==> config.mk <==
export PLATFORM = sky130hd
export DESIGN_NAME = cvxif_pau_q
export DESIGN_NICKNAME = d
export VERILOG_FILES = /design/src/rtl/cvxif_pau_q.sv
export SDC_FILE = /design/constraint.sdc
export NUM_CORES = 2
export LEC_CHECK = 0
export CELL_PAD_IN_SITES_DETAIL_PLACEMENT = 1
export CELL_PAD_IN_SITES_GLOBAL_PLACEMENT = 2
export CORE_MARGIN = 2
export CORE_UTILIZATION = 34
export CTS_CLUSTER_DIAMETER = 40
export DETAILED_ROUTE_END_ITERATION = 16
export PLACE_DENSITY_LB_ADDON = 0.3
export SYNTH_ARGS = -nofsm -noshare
export SYNTH_HDL_FRONTEND = slang
export SYNTH_SLANG_ARGS = --single-unit
==> constraint.sdc <==
create_clock -name clk -period 75.2 [get_ports clk]
set_input_delay 15.04 -clock clk [delete_from_list [all_inputs] [get_ports clk]]
set_output_delay 15.04 -clock clk [all_outputs]
set_load 0.02 [all_outputs]
==> src/rtl/cvxif_pau_q.sv <==
// Posit arithmetic coprocessor on the CV-X-IF offload interface.
// One instruction in flight, with buffered results tagged by instruction ID and rd.
module cvxif_pau_q #(
    parameter int N       = 16,
    parameter int ES      = 1,
    parameter int LATENCY = 3,
    parameter int DEPTH   = 2,
    parameter int ID_W    = 4
) (
    input  logic            clk,
    input  logic            rst,
    input  logic            issue_valid,
    output logic            issue_ready,
    input  logic [31:0]     issue_req_instr,
    input  logic [ID_W-1:0] issue_req_id,
    output logic            issue_resp_accept,
    output logic            issue_resp_writeback,
    output logic [1:0]      issue_resp_register_read,
    input  logic            register_valid,
    output logic            register_ready,
    input  logic [ID_W-1:0] register_id,
    input  logic [31:0]     register_rs0,
    input  logic [31:0]     register_rs1,
    input  logic [1:0]      register_rs_valid,
    output logic            result_valid,
    input  logic            result_ready,
    output logic [31:0]     result_data,
    output logic [ID_W-1:0] result_id,
    output logic [4:0]      result_rd
);

    localparam int FW = N;
    localparam int WW = 2 * FW + 4;
    localparam int EW = FW + 5;
    localparam int SW = N + 1 + ES + FW;
    localparam int CW = $clog2(LATENCY + 1);
    localparam int PW = $clog2(DEPTH);
    localparam logic [N-1:0] NAR = {1'b1, {(N-1){1'b0}}};

    typedef enum logic [1:0] {S_IDLE, S_WAIT_REG, S_EXEC} state_e;

    // Unpack a nonzero, non-NaR posit into sign, scale and 1.f significand.
    function automatic void pdec(input logic [N-1:0] p, output logic s, output int sc,
                                 output logic [FW:0] m);
        logic [N-1:0] pa;
        logic [N-2:0] body, x, rem, frac;
        int run;
        s    = p[N-1];
        pa   = s ? -p : p;
        body = pa[N-2:0];
        x    = body[N-2] ? ~body : body;
        run  = N - 1;
        for (int i = 0; i < N - 1; i++) if (x[i]) run = N - 2 - i;
        sc   = (body[N-2] ? run - 1 : -run) * (1 << ES);
        rem  = body << (run + 1);
        sc   = sc + int'(rem >> (N - 1 - ES));
        frac = rem << ES;
        m    = {1'b1, frac, 1'b0};
    endfunction

    // Build regime/exponent/fraction, then round to nearest even; never rounds to zero or NaR.
    function automatic logic [N-1:0] penc(input logic s, input int sc, input logic [FW-1:0] f,
                                          input logic stk);
        int k, e, run;
        logic r, g, st;
        logic [SW-1:0] sv, t;
        logic [N-2:0] body;
        logic [N-1:0] mag;
        k = sc >>> ES;
        e = sc - k * (1 << ES);
        if (k > N - 2) begin
            mag = {1'b0, {(N-1){1'b1}}};
        end else if (k < -(N - 2)) begin
            mag = {{(N-1){1'b0}}, 1'b1};
        end else begin
            r    = (k >= 0);
            run  = r ? k + 1 : -k;
            sv   = {{N{r}}, ~r, {(ES+FW){1'b0}}} | (SW'(e) << FW) | SW'(f);
            t    = sv << (N - run);
            body = t[SW-1 -: N-1];
            g    = t[SW-N];
            st   = stk | (|t[SW-N-1:0]);
            mag  = {1'b0, body} + N'(g & (st | body[0]));
        end
        return s ? -mag : mag;
    endfunction

    function automatic logic [N-1:0] pnorm(input logic s, input int sc, input logic [WW-1:0] v,
                                           input int hp, input logic stk);
        int p;
        logic [WW-1:0] vn;
        p = 0;
        for (int i = 0; i < WW; i++) if (v[i]) p = i;
        vn = v << (WW - 1 - p);
        return penc(s, sc + p - hp, vn[WW-2 -: FW], stk | (|vn[WW-2-FW:0]));
    endfunction

    function automatic logic [N-1:0] padd(input logic [N-1:0] a, input logic [N-1:0] b);
        logic sa, sb, sx, sy, stk;
        int ea, eb, ex, ey, d;
        logic [FW:0] ma, mb, mx, my;
        logic [EW-1:0] xx, yv, sum;
        logic [N-1:0] res;
        if (a == NAR || b == NAR) begin
            res = NAR;
        end else if (a == '0) begin
            res = b;
        end else if (b == '0) begin
            res = a;
        end else begin
            pdec(a, sa, ea, ma);
            pdec(b, sb, eb, mb);
            if (ea > eb || (ea == eb && ma >= mb)) begin
                sx = sa; ex = ea; mx = ma; sy = sb; ey = eb; my = mb;
            end else begin
                sx = sb; ex = eb; mx = mb; sy = sa; ey = ea; my = ma;
            end
            d  = ex - ey;
            xx = {1'b0, mx, 3'b000};
            yv = {1'b0, my, 3'b000};
            if (d >= EW) begin
                stk = 1'b1;
                yv  = '0;
            end else begin
                stk = |(yv & ~({EW{1'b1}} << d));
                yv  = yv >> d;
            end
            yv[0] = yv[0] | stk;
            sum   = (sx == sy) ? xx + yv : xx - yv;
            res   = (sum == '0) ? '0 : pnorm(sx, ex, WW'(sum), FW + 3, 1'b0);
        end
        return res;
    endfunction

    function automatic logic [N-1:0] pmul(input logic [N-1:0] a, input logic [N-1:0] b);
        logic sa, sb;
        int ea, eb;
        logic [FW:0] ma, mb;
        logic [N-1:0] res;
        if (a == NAR || b == NAR) begin
            res = NAR;
        end else if (a == '0 || b == '0) begin
            res = '0;
        end else begin
            pdec(a, sa, ea, ma);
            pdec(b, sb, eb, mb);
            res = pnorm(sa ^ sb, ea + eb, WW'(ma) * WW'(mb), 2 * FW, 1'b0);
        end
        return res;
    endfunction

    function automatic logic [N-1:0] pdiv(input logic [N-1:0] a, input logic [N-1:0] b);
        logic sa, sb;
        int ea, eb;
        logic [FW:0] ma, mb;
        logic [WW-1:0] num, q, rm;
        logic [N-1:0] res;
        if (a == NAR || b == NAR || b == '0) begin
            res = NAR;
        end else if (a == '0) begin
            res = '0;
        end else begin
            pdec(a, sa, ea, ma);
            pdec(b, sb, eb, mb);
            num = {ma, {(FW+3){1'b0}}};
            q   = num / WW'(mb);
            rm  = num % WW'(mb);
            res = pnorm(sa ^ sb, ea - eb, q, FW + 3, |rm);
        end
        return res;
    endfunction

    state_e            state_q, state_d;
    logic [CW-1:0]     cnt_q, cnt_d;
    logic [2:0]        f3_q;
    logic [ID_W-1:0]   id_q;
    logic [4:0]        rdst_q;
    logic [N-1:0]      a_q, b_q, res_q, unit_out, mm_out, push_data;
    logic              resv_q, unit_start, unit_done, is_minmax, push, pop, match, reg_ok;
    logic [N-1:0]      mem_data [DEPTH];
    logic [ID_W-1:0]   mem_id   [DEPTH];
    logic [4:0]        mem_rd   [DEPTH];
    logic [PW-1:0]     wptr_q, rptr_q;
    logic [PW:0]       count_q;
    logic              unused_bits;

    assign unused_bits = ^{issue_req_instr[24:15], register_rs0, register_rs1};

    assign match = (issue_req_instr[6:0] == 7'b1111011) && (issue_req_instr[31:25] == 7'b0)
                   && (issue_req_instr[14:12] <= 3'b101);
    assign reg_ok = register_valid && (register_rs_valid == 2'b11) && (register_id == id_q);

    always_ff @(posedge clk) begin
        if (rst) begin
            state_q <= S_IDLE;
            cnt_q   <= '0;
        end else begin
            state_q <= state_d;
            cnt_q   <= cnt_d;
        end
    end

    always_comb begin
        state_d = state_q;
        cnt_d   = cnt_q;
        case (state_q)
            S_IDLE:     if (issue_resp_accept) state_d = S_WAIT_REG;
            S_WAIT_REG: if (reg_ok) begin
                            state_d = S_EXEC;
                            cnt_d   = '0;
                        end
            S_EXEC: begin
                if (cnt_q != CW'(LATENCY)) cnt_d = cnt_q + 1'b1;
                else if (unit_done)        state_d = S_IDLE;
            end
            default:    state_d = S_IDLE;
        endcase
    end

    always_comb begin
        issue_ready    = 1'b0;
        register_ready = 1'b0;
        unit_start     = 1'b0;
        push           = 1'b0;
        case (state_q)
            S_IDLE:     issue_ready = !rst && (count_q < (PW+1)'(DEPTH));
            S_WAIT_REG: register_ready = 1'b1;
            S_EXEC: begin
                unit_start = 1'b1;
                push       = (cnt_q == CW'(LATENCY)) && unit_done;
            end
            default: ;
        endcase
        issue_resp_accept        = issue_valid && issue_ready && match;
        issue_resp_writeback     = issue_resp_accept;
        issue_resp_register_read = issue_resp_accept ? 2'b11 : 2'b00;
    end

    always_ff @(posedge clk) begin
        if (rst) begin
            f3_q   <= '0;
            id_q   <= '0;
            rdst_q <= '0;
            a_q    <= '0;
            b_q    <= '0;
            res_q  <= '0;
            resv_q <= 1'b0;
        end else begin
            if (issue_resp_accept) begin
                f3_q   <= issue_req_instr[14:12];
                id_q   <= issue_req_id;
                rdst_q <= issue_req_instr[11:7];
            end
            if (register_ready && reg_ok) begin
                a_q <= register_rs0[N-1:0];
                b_q <= register_rs1[N-1:0];
            end
            if (unit_start) res_q <= unit_out;
            resv_q <= unit_start;
        end
    end

    // Arithmetic units take one registered stage; MIN/MAX finish without one.
    always_comb begin
        case (f3_q)
            3'b000:  unit_out = padd(a_q, b_q);
            3'b001:  unit_out = padd(a_q, -b_q);
            3'b010:  unit_out = pmul(a_q, b_q);
            3'b011:  unit_out = pdiv(a_q, b_q);
            default: unit_out = '0;
        endcase
    end

    assign is_minmax = (f3_q == 3'b100) || (f3_q == 3'b101);
    assign mm_out    = (($signed(a_q) < $signed(b_q)) ^ f3_q[0]) ? a_q : b_q;
    assign unit_done = is_minmax || resv_q;
    assign push_data = is_minmax ? mm_out : res_q;

    assign result_valid = (count_q != '0);
    assign pop          = result_valid && result_ready;
    assign result_data  = result_valid ? 32'(mem_data[rptr_q]) : 32'd0;
    assign result_id    = result_valid ? mem_id[rptr_q] : '0;
    assign result_rd    = result_valid ? mem_rd[rptr_q] : '0;

    always_ff @(posedge clk) begin
        if (push) begin
            mem_data[wptr_q] <= push_data;
            mem_id[wptr_q]   <= id_q;
            mem_rd[wptr_q]   <= rdst_q;
        end
    end

    always_ff @(posedge clk) begin
        if (rst) begin
            wptr_q  <= '0;
            rptr_q  <= '0;
            count_q <= '0;
        end else begin
            if (push) wptr_q <= wptr_q + 1'b1;
            if (pop)  rptr_q <= rptr_q + 1'b1;
            if (push && !pop)      count_q <= count_q + 1'b1;
            else if (pop && !push) count_q <= count_q - 1'b1;
        end
    end

endmodule

==> impl_metrics.toml <==
[synth]
async_flop_share_pct = 0
synth_seq_area_share_pct = 4.198
synth-edff-count = 50
synth-warning-count = 0
synth_seq_cells = 120
synthCells = 10232
synth_flop_cell = "dfxtp_1"
ys_types = 177
syn_area_per_cell_um2 = 6.757
syn_area_um2 = 69140

[place]
place_inst = 13080
routabilityCongestion = 0.9560
io_buffer_count = 100
hpwl_um = 246000

[sta]
fin_skew_ns = 0.01069
hold_viol = 0
fin_crit_ns = 71.25
tightest_slew_ns = 1.227
post-route-period-util_pct = 94.74
slew_headroom_pct = 18.22
max_clock_freq_mhz = 14.04
finalMaxSlewViolations = 0
setup_viol = 0

[die]
fp.dieArea_um2 = 207000
floorplan.initialDensity_pct = 34.21
core_area_um2 = 202100
row_count = 165
die_w_um = 455.0
die_h_um = 455.0
ios = 159

[critical_path]
cp.required_ns = 75.54
worstPathMaxFanout = 15
crit_start = "a_q[0]$_SDFFE_PP0P_"
max_stage_delay_ns = 0.55
worstReg2RegStart = "a_q[0]$_SDFFE_PP0P_"
path_class = "reg -> reg"
cp_common_cell = "a21o_1"
r2r_setup_slack_ns = 3.95
end_kind = "register"
r2r_end = "res_q[15]$_SDFFE_PP0P_"
endpoint = "res_q[15]$_SDFFE_PP0P_"
r2r_cells = 416
arrival_ns = 71.59
start_kind = "register"
cpMaxStageDelayCell = "or4_4"

[pwr]
p_per_area_nw_per_um2 = 3.244
leakage_nw = 33.07
finalPower_mw = 0.2559
vdd_ir_drop_max_v = 0.00001803

[detailed_routing]
wirelength_um = 300900
ant_nets = 0
wl_per_cell_um = 22.74
dr.pass1.iters = 7
avgViaCountPerCell = 5.933
vias = 78499
dr.first_iter.drc_count = 5284
drc = 0

[global_route]
grt_max_degree = 72
grt_pass1_wl_um = 465100
grt_pass1_vias = 78759
grt_use_total_pct = 27.77
antenna_found_initial = 8
grt-ovfl-total = 0

[run_status]
status = "completed"

[finish]
drive_above_1_share_pct = 13.25
areaGrowthSynthToFinish_pct = 14.12
final_nets = 11442
fin_cells = 13232

[clocking]
cts_inserted_buffers = 17
cts_tree = "built"
insertion_delay_ns = 0.41
clkSlewWorstSetupHoldPaths_ns = 0.06
cts_max_path_buffers = 2
hold_buffers = 0
htreeDepth = 4
numClockSinks = 120
clockRootBuffer = "clkbuf_16"

[worst_hold_path]
worst_hold_path.num_cells = 2
hp-class = "reg -> reg"

[job]
timing.max_cap.violations = 0
[cell families (layout without fill, tap and decap cells)]
family,after synthesis,in the layout,share of synthesized area (%)
simple gates,3953,3953,27.21
compound gates,3083,3083,29.29
buf+inv,1123,1428,6.768
fa+ha+maj,791,791,16.30
xor+xnor,653,653,8.315
mux,507,507,7.917
flops,120,120,4.198
other cells,2,25,0.01086
[synthesized netlist by cell type, drive strengths merged (82+ instances only)]
cell type	count	share of area, %
nor2	1210	6.6
nand2	1177	6.4
a21oi	873	6.3
o21ai	707	5.1
ha	603	11
inv	586	3.2
xnor2	409	5.2
clkbuf	388	2.2
mux2i	383	5.6
nor3	257	1.9
nand3	253	1.8
xor2	244	3.1
a21o	233	2.5
fa	184	5.3
nand2b	155	1.4
nand4	143	1.4
and2	135	1.2
a31oi	131	1.2
buf	125	1.2
o211ai	125	1.4
o31ai	113	1.3
mux2	103	1.7
or3	101	0.93
a211oi	99	1.1
nor2b	95	0.86
nor4	95	0.99
o21bai	82	0.90
[where the power goes]
group | switching, mW | internal [mW] | leakage [nW]
Sequential | 0.000130 | 0.0674 | 0.993
Clock | 0.0326 | 0.0516 | 0.304
Combinational | 0.0638 | 0.0404 | 31.8
Total | 0.0964 | 0.159 | 33.1
[flip-flops by register name (all words and copies together) (netlist names), 2 cells and up, named ones only]
register and cells:
a_q 16, b_q 16, cnt_q 2, count_q 2, f3_q 3, id_q 4
mem_data 32, mem_id 8, mem_rd 10, rdst_q 5, res_q 16, state_q 2
[cells in the final DEF (no fill, tap or decap), types with 154 or more instances in the layout]
master and count:
a21o_1 230, inv_1 564, nor3_1 236, ha_1 582
nand2b_1 154, fa_1 184, o21ai_0 602, buf_4 663
a21oi_1 819, xnor2_1 394, nand3_1 247, nand2_1 1164
mux2i_1 373, xor2_1 237, nor2_1 1184
[routing by layer]
layer  wire [um]  track usage, %
met5          52               0
met4        5308           4.848
met3       11780           1.881
met2      138200           46.26
met1      145500           39.46
[through the flow]
| stage | TNS (ns) | area (um2) | hold slack [ns] | util (%) | worst slack, ns |
|---|---|---|---|---|---|
| after detailed placement | -35.73 | 76000 | 0.4416 | 37.60 | -2.594 |
| after global placement | -8.441 | 76000 | 0.4279 | 37.60 | -0.8792 |
| after floorplan | 0 | 69620 | 0.4254 | - | 0.005478 |
| final | 0 | 78900 | 0.4544 | 39.04 | 3.953 |
| after CTS | 0 | 77020 | 0.4562 | 38.11 | 0.02673 |
| after global routing | -3.827 | 78890 | 0.4608 | 39.03 | -0.4500 |
[how the worst min path moves through the flow]
stage / start / to
after floorplan: rdst_q[0]$_SDFFE_PP0P_ / mem_rd[0][0]$_DFFE_PP_
after global placement: rdst_q[0]$_SDFFE_PP0P_ / mem_rd[1][0]$_DFFE_PP_
after detailed placement: rdst_q[2]$_SDFFE_PP0P_ / mem_rd[0][2]$_DFFE_PP_
after CTS: res_q[6]$_SDFFE_PP0P_ / res_q[6]$_SDFFE_PP0P_
after global routing: rdst_q[2]$_SDFFE_PP0P_ / mem_rd[0][2]$_DFFE_PP_
final: res_q[6]$_SDFFE_PP0P_ / res_q[6]$_SDFFE_PP0P_
[worst max-delay path: cells and delay by family (launching register included)]
kind            cells  cell delay, ns
compound gates    221           36.30
simple gates      125           19.17
fa+ha+maj          24            6.92
buf+inv            33            5.08
mux                11            2.96
xor+xnor            2            0.34
flops               1            0.33
[cell type report]
cell class,instances,area [um2]
Sequential cell,120,2918
Fill cell,25556,123200
Clock inverter,14,158.9
Timing Repair Buffer,788,6339
Clock buffer,18,450.4
Antenna cell,3,7.507
Tap cell,2672,3343
Inverter,608,2296
Multi-Input combinational cell,9009,63390
[repair_timing]
action | in CTS | in global routing
resized for setup | 64 | 295
pin swaps | 22 | 111
buffers inserted | 24 | 94
setup endpoints to repair | 16 | 16
Note: power is estimated with default switching activity, not from simulation.
